$ cat src/rtl/sauria_cfg_bridge.sv
// Converts single-beat regbus requests from the Cheshire external slave port into
// AXI4-Lite transactions on the SAURIA config port, one transaction at a time.
//
// state  | meaning
// IDLE   | waiting for reg_valid_i; decodes the address and latches the request
// WR_REQ | AW and W offered together, each withdrawn after its own handshake
// WR_RSP | cfg_b_ready_o high, waiting for the write response
// RD_REQ | AR offered until its handshake
// RD_RSP | cfg_r_ready_o high, waiting for read data
// DONE   | one-cycle reg_ready_o pulse carrying rdata/error
module sauria_cfg_bridge #(
  parameter int ADDR_WIDTH     = 32,
  parameter int CFG_ADDR_WIDTH = 12,
  parameter int DATA_WIDTH     = 32
) (
  input  logic                      clk_i,
  input  logic                      rst_i,
  input  logic                      reg_valid_i,
  input  logic                      reg_write_i,
  input  logic [ADDR_WIDTH-1:0]     reg_addr_i,
  input  logic [DATA_WIDTH-1:0]     reg_wdata_i,
  input  logic [DATA_WIDTH/8-1:0]   reg_wstrb_i,
  output logic                      reg_ready_o,
  output logic [DATA_WIDTH-1:0]     reg_rdata_o,
  output logic                      reg_error_o,
  output logic                      cfg_aw_valid_o,
  input  logic                      cfg_aw_ready_i,
  output logic [CFG_ADDR_WIDTH-1:0] cfg_aw_addr_o,
  output logic                      cfg_w_valid_o,
  input  logic                      cfg_w_ready_i,
  output logic [DATA_WIDTH-1:0]     cfg_w_data_o,
  output logic [DATA_WIDTH/8-1:0]   cfg_w_strb_o,
  input  logic                      cfg_b_valid_i,
  output logic                      cfg_b_ready_o,
  input  logic [1:0]                cfg_b_resp_i,
  output logic                      cfg_ar_valid_o,
  input  logic                      cfg_ar_ready_i,
  output logic [CFG_ADDR_WIDTH-1:0] cfg_ar_addr_o,
  input  logic                      cfg_r_valid_i,
  output logic                      cfg_r_ready_o,
  input  logic [DATA_WIDTH-1:0]     cfg_r_data_i,
  input  logic [1:0]                cfg_r_resp_i
);

  typedef enum logic [2:0] {IDLE, WR_REQ, WR_RSP, RD_REQ, RD_RSP, DONE} state_e;

  state_e                    state_q, state_d;
  logic [CFG_ADDR_WIDTH-1:0] addr_q, addr_d;
  logic [DATA_WIDTH-1:0]     wdata_q, wdata_d;
  logic [DATA_WIDTH/8-1:0]   wstrb_q, wstrb_d;
  logic                      aw_valid_q, aw_valid_d;
  logic                      w_valid_q, w_valid_d;
  logic                      b_ready_q, b_ready_d;
  logic                      ar_valid_q, ar_valid_d;
  logic                      r_ready_q, r_ready_d;
  logic                      ready_q, ready_d;
  logic                      error_q, error_d;
  logic [DATA_WIDTH-1:0]     rdata_q, rdata_d;
  logic                      addr_err;
  logic                      aw_done, w_done;

  // Misaligned or outside the SAURIA window: answered locally, never reaches AXI.
  assign addr_err = (reg_addr_i[1:0] != 2'b00) || ((reg_addr_i >> CFG_ADDR_WIDTH) != '0);
  assign aw_done  = !aw_valid_q || cfg_aw_ready_i;
  assign w_done   = !w_valid_q || cfg_w_ready_i;

  always_comb begin
    state_d    = state_q;
    addr_d     = addr_q;
    wdata_d    = wdata_q;
    wstrb_d    = wstrb_q;
    aw_valid_d = aw_valid_q;
    w_valid_d  = w_valid_q;
    b_ready_d  = b_ready_q;
    ar_valid_d = ar_valid_q;
    r_ready_d  = r_ready_q;
    ready_d    = 1'b0;
    error_d    = 1'b0;
    rdata_d    = '0;
    unique case (state_q)
      IDLE: begin
        if (reg_valid_i) begin
          addr_d  = reg_addr_i[CFG_ADDR_WIDTH-1:0];
          wdata_d = reg_wdata_i;
          wstrb_d = reg_wstrb_i;
          if (addr_err) begin
            state_d = DONE;
            ready_d = 1'b1;
            error_d = 1'b1;
          end else if (reg_write_i) begin
            state_d    = WR_REQ;
            aw_valid_d = 1'b1;
            w_valid_d  = 1'b1;
          end else begin
            state_d    = RD_REQ;
            ar_valid_d = 1'b1;
          end
        end
      end
      WR_REQ: begin
        if (aw_valid_q && cfg_aw_ready_i) aw_valid_d = 1'b0;
        if (w_valid_q && cfg_w_ready_i)   w_valid_d  = 1'b0;
        if (aw_done && w_done) begin
          state_d   = WR_RSP;
          b_ready_d = 1'b1;
        end
      end
      WR_RSP: begin
        if (cfg_b_valid_i) begin
          state_d   = DONE;
          b_ready_d = 1'b0;
          ready_d   = 1'b1;
          error_d   = (cfg_b_resp_i != 2'b00);
        end
      end
      RD_REQ: begin
        if (cfg_ar_ready_i) begin
          state_d    = RD_RSP;
          ar_valid_d = 1'b0;
          r_ready_d  = 1'b1;
        end
      end
      RD_RSP: begin
        if (cfg_r_valid_i) begin
          state_d   = DONE;
          r_ready_d = 1'b0;
          ready_d   = 1'b1;
          error_d   = (cfg_r_resp_i != 2'b00);
          rdata_d   = cfg_r_data_i;
        end
      end
      DONE:    state_d = IDLE;
      default: state_d = IDLE;
    endcase
  end

  always_ff @(posedge clk_i or posedge rst_i) begin
    if (rst_i) begin
      state_q    <= IDLE;
      addr_q     <= '0;
      wdata_q    <= '0;
      wstrb_q    <= '0;
      aw_valid_q <= 1'b0;
      w_valid_q  <= 1'b0;
      b_ready_q  <= 1'b0;
      ar_valid_q <= 1'b0;
      r_ready_q  <= 1'b0;
      ready_q    <= 1'b0;
      error_q    <= 1'b0;
      rdata_q    <= '0;
    end else begin
      state_q    <= state_d;
      addr_q     <= addr_d;
      wdata_q    <= wdata_d;
      wstrb_q    <= wstrb_d;
      aw_valid_q <= aw_valid_d;
      w_valid_q  <= w_valid_d;
      b_ready_q  <= b_ready_d;
      ar_valid_q <= ar_valid_d;
      r_ready_q  <= r_ready_d;
      ready_q    <= ready_d;
      error_q    <= error_d;
      rdata_q    <= rdata_d;
    end
  end

  assign reg_ready_o    = ready_q;
  assign reg_error_o    = error_q;
  assign reg_rdata_o    = rdata_q;
  assign cfg_aw_valid_o = aw_valid_q;
  assign cfg_aw_addr_o  = addr_q;
  assign cfg_w_valid_o  = w_valid_q;
  assign cfg_w_data_o   = wdata_q;
  assign cfg_w_strb_o   = wstrb_q;
  assign cfg_b_ready_o  = b_ready_q;
  assign cfg_ar_valid_o = ar_valid_q;
  assign cfg_ar_addr_o  = addr_q;
  assign cfg_r_ready_o  = r_ready_q;

endmodule

$ cat config.mk
export PLATFORM = sky130hd
export DESIGN_NAME = sauria_cfg_bridge
export DESIGN_NICKNAME = d
export VERILOG_FILES = /design/src/rtl/sauria_cfg_bridge.sv
export SDC_FILE = /design/constraint.sdc
export NUM_CORES = 1
export LEC_CHECK = 0
export ABC_AREA = 1
export ABC_CLOCK_PERIOD_IN_PS = 4500
export CAP_MARGIN = 20
export CORE_ASPECT_RATIO = 0.6
export CORE_MARGIN = 5
export CORE_UTILIZATION = 38
export CTS_CLUSTER_DIAMETER = 60
export DETAILED_ROUTE_END_ITERATION = 16
export PLACE_DENSITY = 0.86
export SLEW_MARGIN = 10
export SYNTH_ARGS = -nofsm -noshare
export SYNTH_HDL_FRONTEND = slang
export SYNTH_SLANG_ARGS = --single-unit
export TNS_END_PERCENT = 100
$ cat constraint.sdc
create_clock -name clk_i -period 4.5 [get_ports clk_i]
set_input_delay 1.35 -clock clk_i [delete_from_list [all_inputs] [get_ports clk_i]]
set_output_delay 1.35 -clock clk_i [all_outputs]
set_load 0.01 [all_outputs]
After elaboration in Yosys (flattened, before gate mapping)

Cells that the tools add are included.

Flip-flop bits (word level): 90
Word-level logic and storage cells: 86
Output and inout port bits: 99
Bits of input ports: 113

Muxes and demuxes: 36
Reductions and logical operators: 24
Equal/unequal tests: 14

Operators by type and width:

| operator                                            | number |
|---|---|
| 2-to-1 mux 32 bit                                   | 2 |
| nonzero test 32 bit                                 | 1 |
| != test 2 bit, second input constant                | 10 |
| AND reduction 5 bit                                 | 4 |
| 2-to-1 mux 1 bit                                    | 19 |
| 2-to-1 mux 3 bit                                    | 6 |
| case mux 3 bit (5 select lines)                     | 1 |
| nonzero test 2 bit                                  | 7 |
| case mux 1 bit (2 select lines)                     | 5 |
| equality test 3 x 2 -> 1 bit, second input constant | 2 |
| case mux 1 bit (3 select lines)                     | 2 |
| AND reduction 3 bit                                 | 2 |
| equality test 3 x 1 -> 1 bit, second input constant | 1 |
| equality test 3 bit, second input constant          | 1 |
| logical AND 1 bit                                   | 3 |
| zero test 3 bit                                     | 1 |
| logical OR 1 bit                                    | 3 |
| zero test 1 bit                                     | 2 |
| 2-to-1 mux 2 bit                                    | 1 |
| AND reduction 2 bit                                 | 1 |

Logic depth before layout (Yosys ltp)

Gate-level depths: netlist of run 1.

Depth in word-level cells: 5
Gate-level depth with buffers: 9
Gate-level depth less buffers: 9

Worst setup path before layout of run 1

No wires, ideal clock.

Path kind: input port to flip-flop
From: input port reg_addr_i[31]
To: register w_valid_q, in the netlist cfg_w_valid_o
Path slack: 2368 ps
Stages: 8
Arrival time: 2014 ps
Data required time: 4383 ps
Buffers on the path: 0
Setup time: 117 ps
Cells stage by stage: nor2_1 > nand2_1 > nor2_1 > nand3_1 > nand2_1 > nand3_1 > nand2_1 > nand2_1

Longest elaborated chain between the ends: 4

Ends and longest elaborated chain:

| what                          | RTL line | text |
|---|---|---|
| start, declared               | 20       | `input logic [ADDR_WIDTH-1:0] reg_addr_i,` |
| nonzero test 32 bit           | 63       | `assign addr_err = (reg_addr_i[1:0] != 2'b00) \|\| ((reg_addr_i >> CFG_ADDR_WIDTH) != '0);` |
| logical OR 1 bit              | 63       |  |
| != test 2 bit (no line)       | -        |  |
| AND reduction 5 bit (no line) | -        |  |
| end signal, assigned          | 157      | `w_valid_q <= w_valid_d;` |
| end, declared                 | 52       | `logic w_valid_q, w_valid_d;` |

No other way between the ends.
A chain may end at the register's enable or synchronous reset.

Worst setup path in the final report of run 1

From: input port reg_valid_i
To: register w_valid_q, in the netlist cfg_w_valid_o

Longest elaborated chain between the ends: 2

Ends and longest elaborated chain:

| what                          | RTL line | text |
|---|---|---|
| start, declared               | 18       | `input logic reg_valid_i,` |
| != test 2 bit (no line)       | -        |  |
| AND reduction 5 bit (no line) | -        |  |

No other way between the ends.

==> results.sh, run 1 <==
export IMPL_peakVddDrop_mv=0.251
export IMPL_cts_tree="done"
export IMPL_grtUsageTotal_pct=18.8
export IMPL_yosysWarnings=0
export IMPL_port_buffers=211
export IMPL_status="completed"
export IMPL_die_w_um=137
export IMPL_postCtsSetupBuffers=0
export IMPL_n_fill_cell=742
export IMPL_ioPinCount=212
export IMPL_max_cap_violations=0
export IMPL_nets=739
export IMPL_vias=3405
export IMPL_synthToLayoutAreaGrowth_pct=66.1
export IMPL_synth_area_mm2=0.00368
export IMPL_max_freq_mhz=325
export IMPL_hold_viol=0
export IMPL_clockRootBuffer="clkbuf_16"
export IMPL_avgSynthCellArea_um2=8.53
export IMPL_synth_cells=431
export IMPL_fin_skew_ns=0.00734
export IMPL_synthesis_nets=544
export IMPL_grt_pass1_vias=3608
export IMPL_synth_seq_cells=90
export IMPL_min_path_type="reg -> reg"
export IMPL_antenna_found_initial=0
export IMPL_crit_required_ns=4.76
export IMPL_cp_cell_sequence="clkdlybuf4s50_1 > nand2_4 > inv_2 > nand4_1 > nand2_1"
export IMPL_routabilityCongestion=0.758
export IMPL_slew_headroom_pct=45.3
export IMPL_grt_max_degree=91
export IMPL_dp_cells=745
export IMPL_critPathBufInv=2
export IMPL_grt_pass1_wl_um=17600
export IMPL_critical_path_top_delay_family="buffers and inverters"
export IMPL_cts_path_max_buffers=2
export IMPL_numCtsBuffers=9
export IMPL_setup_viol=0
export IMPL_rows=27
export IMPL_core_region_area_mm2=0.00929
export IMPL_drive_above_1_share_pct=4.60
export IMPL_holdWs_ns=0.483
export IMPL_crit_fanout=53
export IMPL_drt_iter0_markers=125
export IMPL_die_h_um=86.2
export IMPL_insertion_delay_ns=0.33
export IMPL_p_total_mw=3.56
export IMPL_fin_crit_sh_pct=68.4
export IMPL_rsz0062_at_grt="false"
export IMPL_dp_final_hpwl_um=8420
export IMPL_drv_slew=0
export IMPL_yosysUniqueCellTypes=23
export IMPL_routedWlPerCell_um=14.5
export IMPL_htree_levels=3
export IMPL_cpPeakStageDelay_ns=0.73
export IMPL_leakage_nw=2.91
export IMPL_p_per_area_mw_per_mm2=582
export IMPL_start_util_pct=39.6
export IMPL_tns_ns=0
export IMPL_yosysSeqAreaShare_pct=61.2
export IMPL_worstPathArrival_ns=3.34
export IMPL_fin_cells=761
export IMPL_grt_remaining_overflow=0
export IMPL_dieArea_mm2=0.0118
export IMPL_ant_nets=0
export IMPL_path_class="in -> reg"
export IMPL_clkTransAtPathRegs_ns=0.06
export IMPL_critPathCaptureType="register"
export IMPL_drt_wl_total_um=11000
export IMPL_first_pass_iters=4
export IMPL_holdBufCountCts=0
export IMPL_startpoint_type="input pin"
export IMPL_timing_final_crit_period_ns=3.08
export IMPL_drc=0
export IMPL_tightest_slew_ns=0.821
export IMPL_slowest_stage="inv_2"
export IMPL_cts_resized=0
export IMPL_n_antenna_cell=0
export IMPL_cts_sinks=90
export IMPL_vias_per_cell=4.47
layer usage:
metal	track usage (%)	wire, µm	share of wire [%]
met5	0	0	0
met4	4.35	126	1.1
met3	10.7	1550	14
met2	31.2	5070	46
met1	21.1	4300	39
path summary, 6_finish.rpt:
| check | start | endpoint | slack, ns | depth (start not counted) |
|---|---|---|---|---|
| max | reg_valid_i | cfg_w_valid_o | 1.42 | 5 |
| min | cfg_w_strb_o[2] | cfg_w_strb_o[2] | 0.48 | 2 |
| max reg2reg | state_q[0] | cfg_w_valid_o | 2.27 | 7 |
| min reg2reg | cfg_w_strb_o[2] | cfg_w_strb_o[2] | 0.48 | 2 |
| max in group asynchronous | rst_i | cfg_r_ready_o | 2.37 | 3 |
| min in group asynchronous | rst_i | cfg_w_data_o[6] | 1.53 | 3 |
final cells by class:
cell class	instances	area, µm²	area share [%]
flip-flops and latches	90	2250	36.9
inverters	24	91.3	1.49
repair buffers	213	2130	34.9
clock buffers	12	246	4.03
clock inverters	4	75.1	1.23
multi-input cells	288	1150	18.8
well taps	130	163	2.66
power breakdown:
group          internal, mW  total (mW)  switching, mW
registers              1.08        1.25          0.168
clock network         0.502       0.802          0.300
logic                 0.774        1.50          0.728
total                  2.36        3.56           1.20
stage by stage:
step	util, %	instance area (µm²)	worst slack, ns
final	65.8	6110	1.42
after global routing	65.8	6110	1.33
after CTS	65.7	6110	1.48
after detailed placement	62.3	5780	1.13
after global placement	62.3	5780	1.25
after floorplan	-	3680	0.815
worst register-to-register path, delay by kind of cell, from the launching register on:
kind,cells,cell delay (ns)
buffers and inverters,2,0.83
DFF,1,0.42
and+or+nand+nor,5,0.92
registers in the layout, indices dropped and copies added (netlist names):
name / count
cfg_w_data_o: 32
reg_rdata_o: 32
cfg_ar_addr_o: 12
cfg_w_strb_o: 4
state_q: 3
cfg_ar_valid_o: 1
cfg_aw_valid_o: 1
cfg_b_ready_o: 1
cfg_r_ready_o: 1
cfg_w_valid_o: 1
reg_error_o: 1
reg_ready_o: 1
cell usage after synthesis, drive strengths merged:
cell	count	area, µm²
a21boi	1	7.51
a21oi	2	10.0
and2	1	6.26
buf	21	154
clkbuf	8	30.0
dfrtp	90	2250
inv	24	90.1
nand2	207	787
nand3	9	50.1
nand3b	1	7.51
nand4	2	12.5
nor2	55	214
nor3	1	10.0
o21ai	8	40.0
o22ai	1	6.26
cell families (layout without fill, tap and decap cells):
kind of cell           after synthesis  count (layout)  share of synthesized area (%)
AND/OR/NAND/NOR                    276             276                           29.6
buffers and inverters               53             253                           7.45
flip-flops                          90              90                           61.2
AO/OA/AOI/OAI                       12              12                           1.74
layout by cell type (no fill, tap or decap), types with 2 or more instances in the layout:
cell type        instances
clkinvlp_4               2
nand4_1                  2
nor2_1                  54
o21ai_1                  2
clkbuf_16                9
dfrtp_1                 90
a21oi_1                  2
inv_1                   16
o21ai_0                  6
clkdlybuf4s50_1        211
clkbuf_1                 2
bufinv_16                2
nand2_1                205
nand3_1                  8
inv_2                    7
(Power assumes the default switching activity.)
==> run 2, diff against run 1 <==
ABC_CLOCK_PERIOD_IN_PS = 2760   (was 4500)
CORE_UTILIZATION = 34   (was 38)
PLACE_DENSITY = 0.82   (was 0.86)
clock period = 2.76 ns   (was 4.5 ns; I/O delays follow)
==> run 2 against run 1 <==
Sequential cell count stayed put. Die area is 11% higher. Hold slack worse by 0.0062 ns. Via count is 1.0% higher. Critical endpoint is now cfg_aw_valid_o. Core utilization is 7.7 points lower.
==> results.sh, run 2 (same netlist as run 1, synthesis figures left out) <==
export IMPL_slowest_stage="clkdlybuf4s50_1"
export IMPL_status="completed"
export IMPL_placed_area_mm2=0.00584
export IMPL_mostFrequentLayoutCell="clkdlybuf4s50_1"
export IMPL_synthToLayoutAreaGrowth_pct=66.8
export IMPL_n_fill_cell=872
export IMPL_grt_pass1_vias=3548
export IMPL_postCtsSetupBuffers=0
export IMPL_cts_tree="done"
export IMPL_cts_resized=0
export IMPL_leakage_nw=2.92
export IMPL_reg2regPathDepth=8
export IMPL_drt_iter0_markers=118
export IMPL_cp_cell_sequence="clkdlybuf4s50_1"
export IMPL_n_antenna_cell=0
export IMPL_vias_per_cell=4.47
export IMPL_hp_start="cfg_r_ready_o"
export IMPL_die_h_um=90.6
export IMPL_die_w_um=144
export IMPL_startpoint_type="register"
export IMPL_hold_end="cfg_r_ready_o"
export IMPL_tns_ns=0
export IMPL_max_freq_mhz=470
export IMPL_path_class="reg -> out"
export IMPL_drv_slew=0
export IMPL_grt_remaining_overflow=0
export IMPL_design_area_mm2=0.00613
export IMPL_rows=29
export IMPL_tightest_slew_ns=0.533
export IMPL_critPathCaptureType="output port"
export IMPL_ioPinCount=212
export IMPL_dp_final_hpwl_um=8640
export IMPL_insertion_delay_ns=0.32
export IMPL_port_buffers=211
export IMPL_p_per_area_mw_per_mm2=936
export IMPL_crit_required_ns=1.93
export IMPL_hold_viol=0
export IMPL_grt_max_degree=91
export IMPL_fin_skew_ns=0.00480
export IMPL_hold_depth=2
export IMPL_clkTransAtPathRegs_ns=0.06
export IMPL_routabilityCongestion=0.851
export IMPL_crit_fanout=4
export IMPL_cts_sinks=90
export IMPL_first_pass_iters=4
export IMPL_slew_headroom_pct=64.4
export IMPL_setup_viol=0
export IMPL_grtUsageTotal_pct=16.6
export IMPL_clockRootBuffer="clkbuf_16"
export IMPL_drive_above_1_share_pct=4.76
export IMPL_drc=0
export IMPL_htree_levels=3
export IMPL_critPathBufInv=1
export IMPL_numCtsBuffers=9
export IMPL_reg2reg_slack_ns=1.16
export IMPL_cts_path_max_buffers=2
export IMPL_fin_crit_sh_pct=77.2
export IMPL_ant_nets=0
export IMPL_holdBufCountCts=0
export IMPL_timing_final_crit_period_ns=2.13
export IMPL_antenna_found_initial=0
export IMPL_reg2reg_to="cfg_w_data_o[0]"
export IMPL_core_region_area_mm2=0.0106
export IMPL_min_path_type="reg -> reg"
export IMPL_start_util_pct=34.8
export IMPL_cpPeakStageDelay_ns=0.57
export IMPL_nets=741
export IMPL_critical_path_top_delay_family="buffers and inverters"
export IMPL_vias=3439
export IMPL_routedWlPerCell_um=14.3
export IMPL_grt_pass1_wl_um=17400
export IMPL_reg2reg_from="state_q[1]"
export IMPL_dieArea_mm2=0.0131
export IMPL_rsz0062_at_grt="false"
export IMPL_peakVddDrop_mv=0.545
export IMPL_worstPathArrival_ns=1.30
export IMPL_max_cap_violations=0
export IMPL_drt_wl_total_um=11000
export IMPL_final_cell_mix="clkdlybuf4s50_1, nand2_1, dfrtp_1, nor2_1, inv_1"
[run 2: cell count changes in the layout (fill, tap and decap cells not counted), sizes merged]
cell	before	now
clkbuf	12	9
clkinv	1	2
buf	2	4
clkinvlp	2	1
[run 2: report_power, final]
group	internal, mW	total, mW	switching, mW
clock network	0.774	1.23	0.456
logic	1.28	2.47	1.19
registers	1.77	2.04	0.270
[run 2: through the flow]
step | total power, mW | setup WS [ns] | instances | hold slack [ns] | utilization [%]
6_report | 5.74 | 0.630 | 769 | 0.477 | 58.1
3_5_place_dp | 4.56 | 0.534 | 756 | 0.464 | 55.3
4_1_cts | 5.82 | 0.620 | 769 | 0.481 | 58.1
3_3_place_gp | 4.47 | 0.573 | 756 | 0.456 | 55.3
2_1_floorplan | 3.23 | 0.882 | 431 | 0.507 | -
5_1_grt | 6.12 | 0.585 | 769 | 0.495 | 58.1
[run 2: layout make-up]
type                    instances  area [µm²]  area share (%)
flip-flops and latches         90        2250            36.7
repair buffers                215        2170            35.3
multi-input cells             288        1150            18.8
clock buffers                   9         225            3.67
well taps                     139         174            2.84
inverters                      24        93.8            1.53
clock inverters                 4        70.1            1.14
[run 2: tightest hold or removal path, delay by kind of cell, from the launching register on]
family | cells | cell delay [ns]
DFF | 1 | 0.34
and+or+nand+nor | 2 | 0.10
[run 2: worst max-delay path by stage]
stage / start / end / cells past startpoint
CTS: cfg_aw_valid_o / cfg_aw_valid_o / 1
global route: cfg_aw_valid_o / cfg_aw_valid_o / 1
detailed placement: reg_valid_i / cfg_ar_addr_o[0] / 4
finish: cfg_aw_valid_o / cfg_aw_valid_o / 1
global placement: reg_addr_i[15] / state_q[2] / 9
floorplan: rst_i / cfg_ar_addr_o[0] / 1
[run 2: routing by layer]
| metal | wire [µm] | track usage, % | vias up | share of wire, % |
|---|---|---|---|---|
| met4 | 80 | 3.18 | 0 | 0.73 |
| li1 | - | - | 1674 | - |
| met5 | 0 | 0 | - | 0 |
| met2 | 5020 | 26.7 | 180 | 46 |
| met3 | 1650 | 9.15 | 8 | 15 |
| met1 | 4280 | 19.6 | 1577 | 39 |
==> run 3, diff against run 2 <==
ABC_CLOCK_PERIOD_IN_PS = 1800   (was 2760)
clock period = 1.8 ns   (was 2.76 ns; I/O delays follow)
==> run 3 against run 2 <==
Total power is 53% higher. Design area is 2.9% higher. Setup slack worse by 0.59 ns. Hold slack worse by 0.018 ns. Combinational power is 49% higher. Final cell count is 0.91% higher. Critical endpoint is now cfg_aw_addr_o[4]. Largest cell class is now buffers.
==> results.sh, run 3 (same netlist as run 1, synthesis figures left out) <==
export IMPL_holdWs_ns=0.459
export IMPL_crit_fanout=3
export IMPL_vias_per_cell=4.35
export IMPL_die_h_um=90.6
export IMPL_clockRootBuffer="clkbuf_16"
export IMPL_fin_skew_ns=0.00489
export IMPL_max_freq_mhz=567
export IMPL_drive_above_1_share_pct=5.49
export IMPL_timing_final_crit_period_ns=1.76
export IMPL_cts_tree="done"
export IMPL_cts_path_max_buffers=2
export IMPL_critPathBufInv=1
export IMPL_leakage_nw=3.49
export IMPL_setup_viol=0
export IMPL_grt_busiest_layer="met2"
export IMPL_met1_usage_pct=18.8
export IMPL_cp_cell_sequence="clkdlybuf4s50_1"
export IMPL_status="completed"
export IMPL_dieArea_mm2=0.0131
export IMPL_start_util_pct=34.8
export IMPL_min_path_type="in -> async"
export IMPL_dp_slack_ns=-0.0436
export IMPL_synthToLayoutAreaGrowth_pct=71.6
export IMPL_nets=747
export IMPL_grt_pass1_vias=3373
export IMPL_numCtsBuffers=9
export IMPL_p_total_mw=8.80
export IMPL_n_antenna_cell=0
export IMPL_fin_cells=776
export IMPL_tightest_slew_ns=0.308
export IMPL_path_class="reg -> out"
export IMPL_mostFrequentLayoutCell="nand2_1"
export IMPL_grt_pass1_wl_um=16600
export IMPL_grtUsageTotal_pct=15.8
export IMPL_ioPinCount=212
export IMPL_dp_cells=762
export IMPL_fin_crit_sh_pct=98.0
export IMPL_worstPathArrival_ns=1.22
export IMPL_dp_final_hpwl_um=8440
export IMPL_antenna_found_initial=0
export IMPL_placed_area_mm2=0.00592
export IMPL_crit_required_ns=1.26
export IMPL_cts_sinks=90
export IMPL_port_buffers=211
export IMPL_ant_nets=0
export IMPL_insertion_delay_ns=0.32
export IMPL_grt_remaining_overflow=0
export IMPL_drt_wl_total_um=10700
export IMPL_slew_headroom_pct=79.4
export IMPL_routedWlPerCell_um=13.8
export IMPL_rows=29
export IMPL_grtUsageMet2_pct=25.5
export IMPL_clkTransAtPathRegs_ns=0.06
export IMPL_design_area_mm2=0.00631
export IMPL_grtUsageMet3_pct=8.84
export IMPL_rsz0062_at_grt="false"
export IMPL_die_w_um=144
export IMPL_startpoint_type="register"
export IMPL_final_cell_mix="nand2_1, clkdlybuf4s50_1, dfrtp_1, nor2_1, dlymetal6s2s_1"
export IMPL_vias=3376
export IMPL_postCtsSetupBuffers=0
export IMPL_htree_levels=3
export IMPL_finalWorstSetupSlack_ns=0.0359
export IMPL_drt_iter0_markers=121
export IMPL_first_pass_iters=5
export IMPL_slowest_stage="clkdlybuf4s50_1"
export IMPL_critical_path_top_delay_family="buffers and inverters"
export IMPL_critPathCaptureType="output port"
export IMPL_peakVddDrop_mv=0.933
export IMPL_drv_slew=0
export IMPL_core_region_area_mm2=0.0106
export IMPL_grt_max_degree=51
export IMPL_drc=0
export IMPL_cpPeakStageDelay_ns=0.55
export IMPL_p_per_area_mw_per_mm2=1390
export IMPL_routabilityCongestion=0.864
export IMPL_max_cap_violations=0
export IMPL_hold_viol=0
## run 3: changes by cell type in the layout (fill, tap and decap cells not counted)
cell | previous run | this run
buf_12 | 2 | 5
buf_4 | 2 | 5
bufinv_16 | 2 | 3
clkbuf_1 | 0 | 2
clkdlybuf4s50_1 | 211 | 159
clkinv_2 | 2 | 0
dlygate4sd2_1 | 0 | 17
dlymetal6s2s_1 | 0 | 35
## run 3: power breakdown
part	leakage, nW	internal (mW)	switching, mW
combinational	2.16	1.84	1.84
sequential	1.17	2.71	0.384
clock	0.156	1.34	0.687
total	3.49	5.89	2.91
## run 3: worst paths after layout
path / start / end / slack, ns / cells past startpoint
max in group asynchronous: rst_i / cfg_w_data_o[4] / 0.89 / 3
min in group clk_i: cfg_w_data_o[14] / cfg_w_data_o[14] / 0.47 / 2
worst min register to register: cfg_w_data_o[14] / cfg_w_data_o[14] / 0.47 / 2
worst min-delay path: rst_i / cfg_w_data_o[31] / 0.46 / 2
worst max-delay path: cfg_ar_addr_o[4] / cfg_aw_addr_o[4] / 0.04 / 1
worst max register to register: state_q[0] / cfg_ar_addr_o[3] / 0.39 / 8
## run 3: what timing repair did
action / 4_1_cts / 5_1_grt
hold buffers: 0 / 0
resized for setup: 17 / 35
setup endpoints to repair: 17 / 35
## run 3: layout make-up
type                    count  area, µm²
clock buffers              11        233
multi-input cells         288       1150
fillers                   839       4250
repair buffers            221       2320
clock inverters             3       90.1
well taps                 139        174
inverters                  24       93.8
flip-flops and latches     90       2250
## run 3: per-layer routing
| metal | wire length (µm) | share of wire [%] |
|---|---|---|
| met4 | 43 | 0.40 |
| met2 | 4830 | 45 |
| met5 | 0 | 0 |
| met3 | 1640 | 15 |
| met1 | 4230 | 39 |
## run 3: stage by stage
stage / util, % / setup TNS, ns
after detailed placement: 56.1 / -0.141
after global routing: 59.8 / 0
after global placement: 56.1 / 0
after floorplan: - / 0
after CTS: 58.9 / 0
final: 59.8 / 0
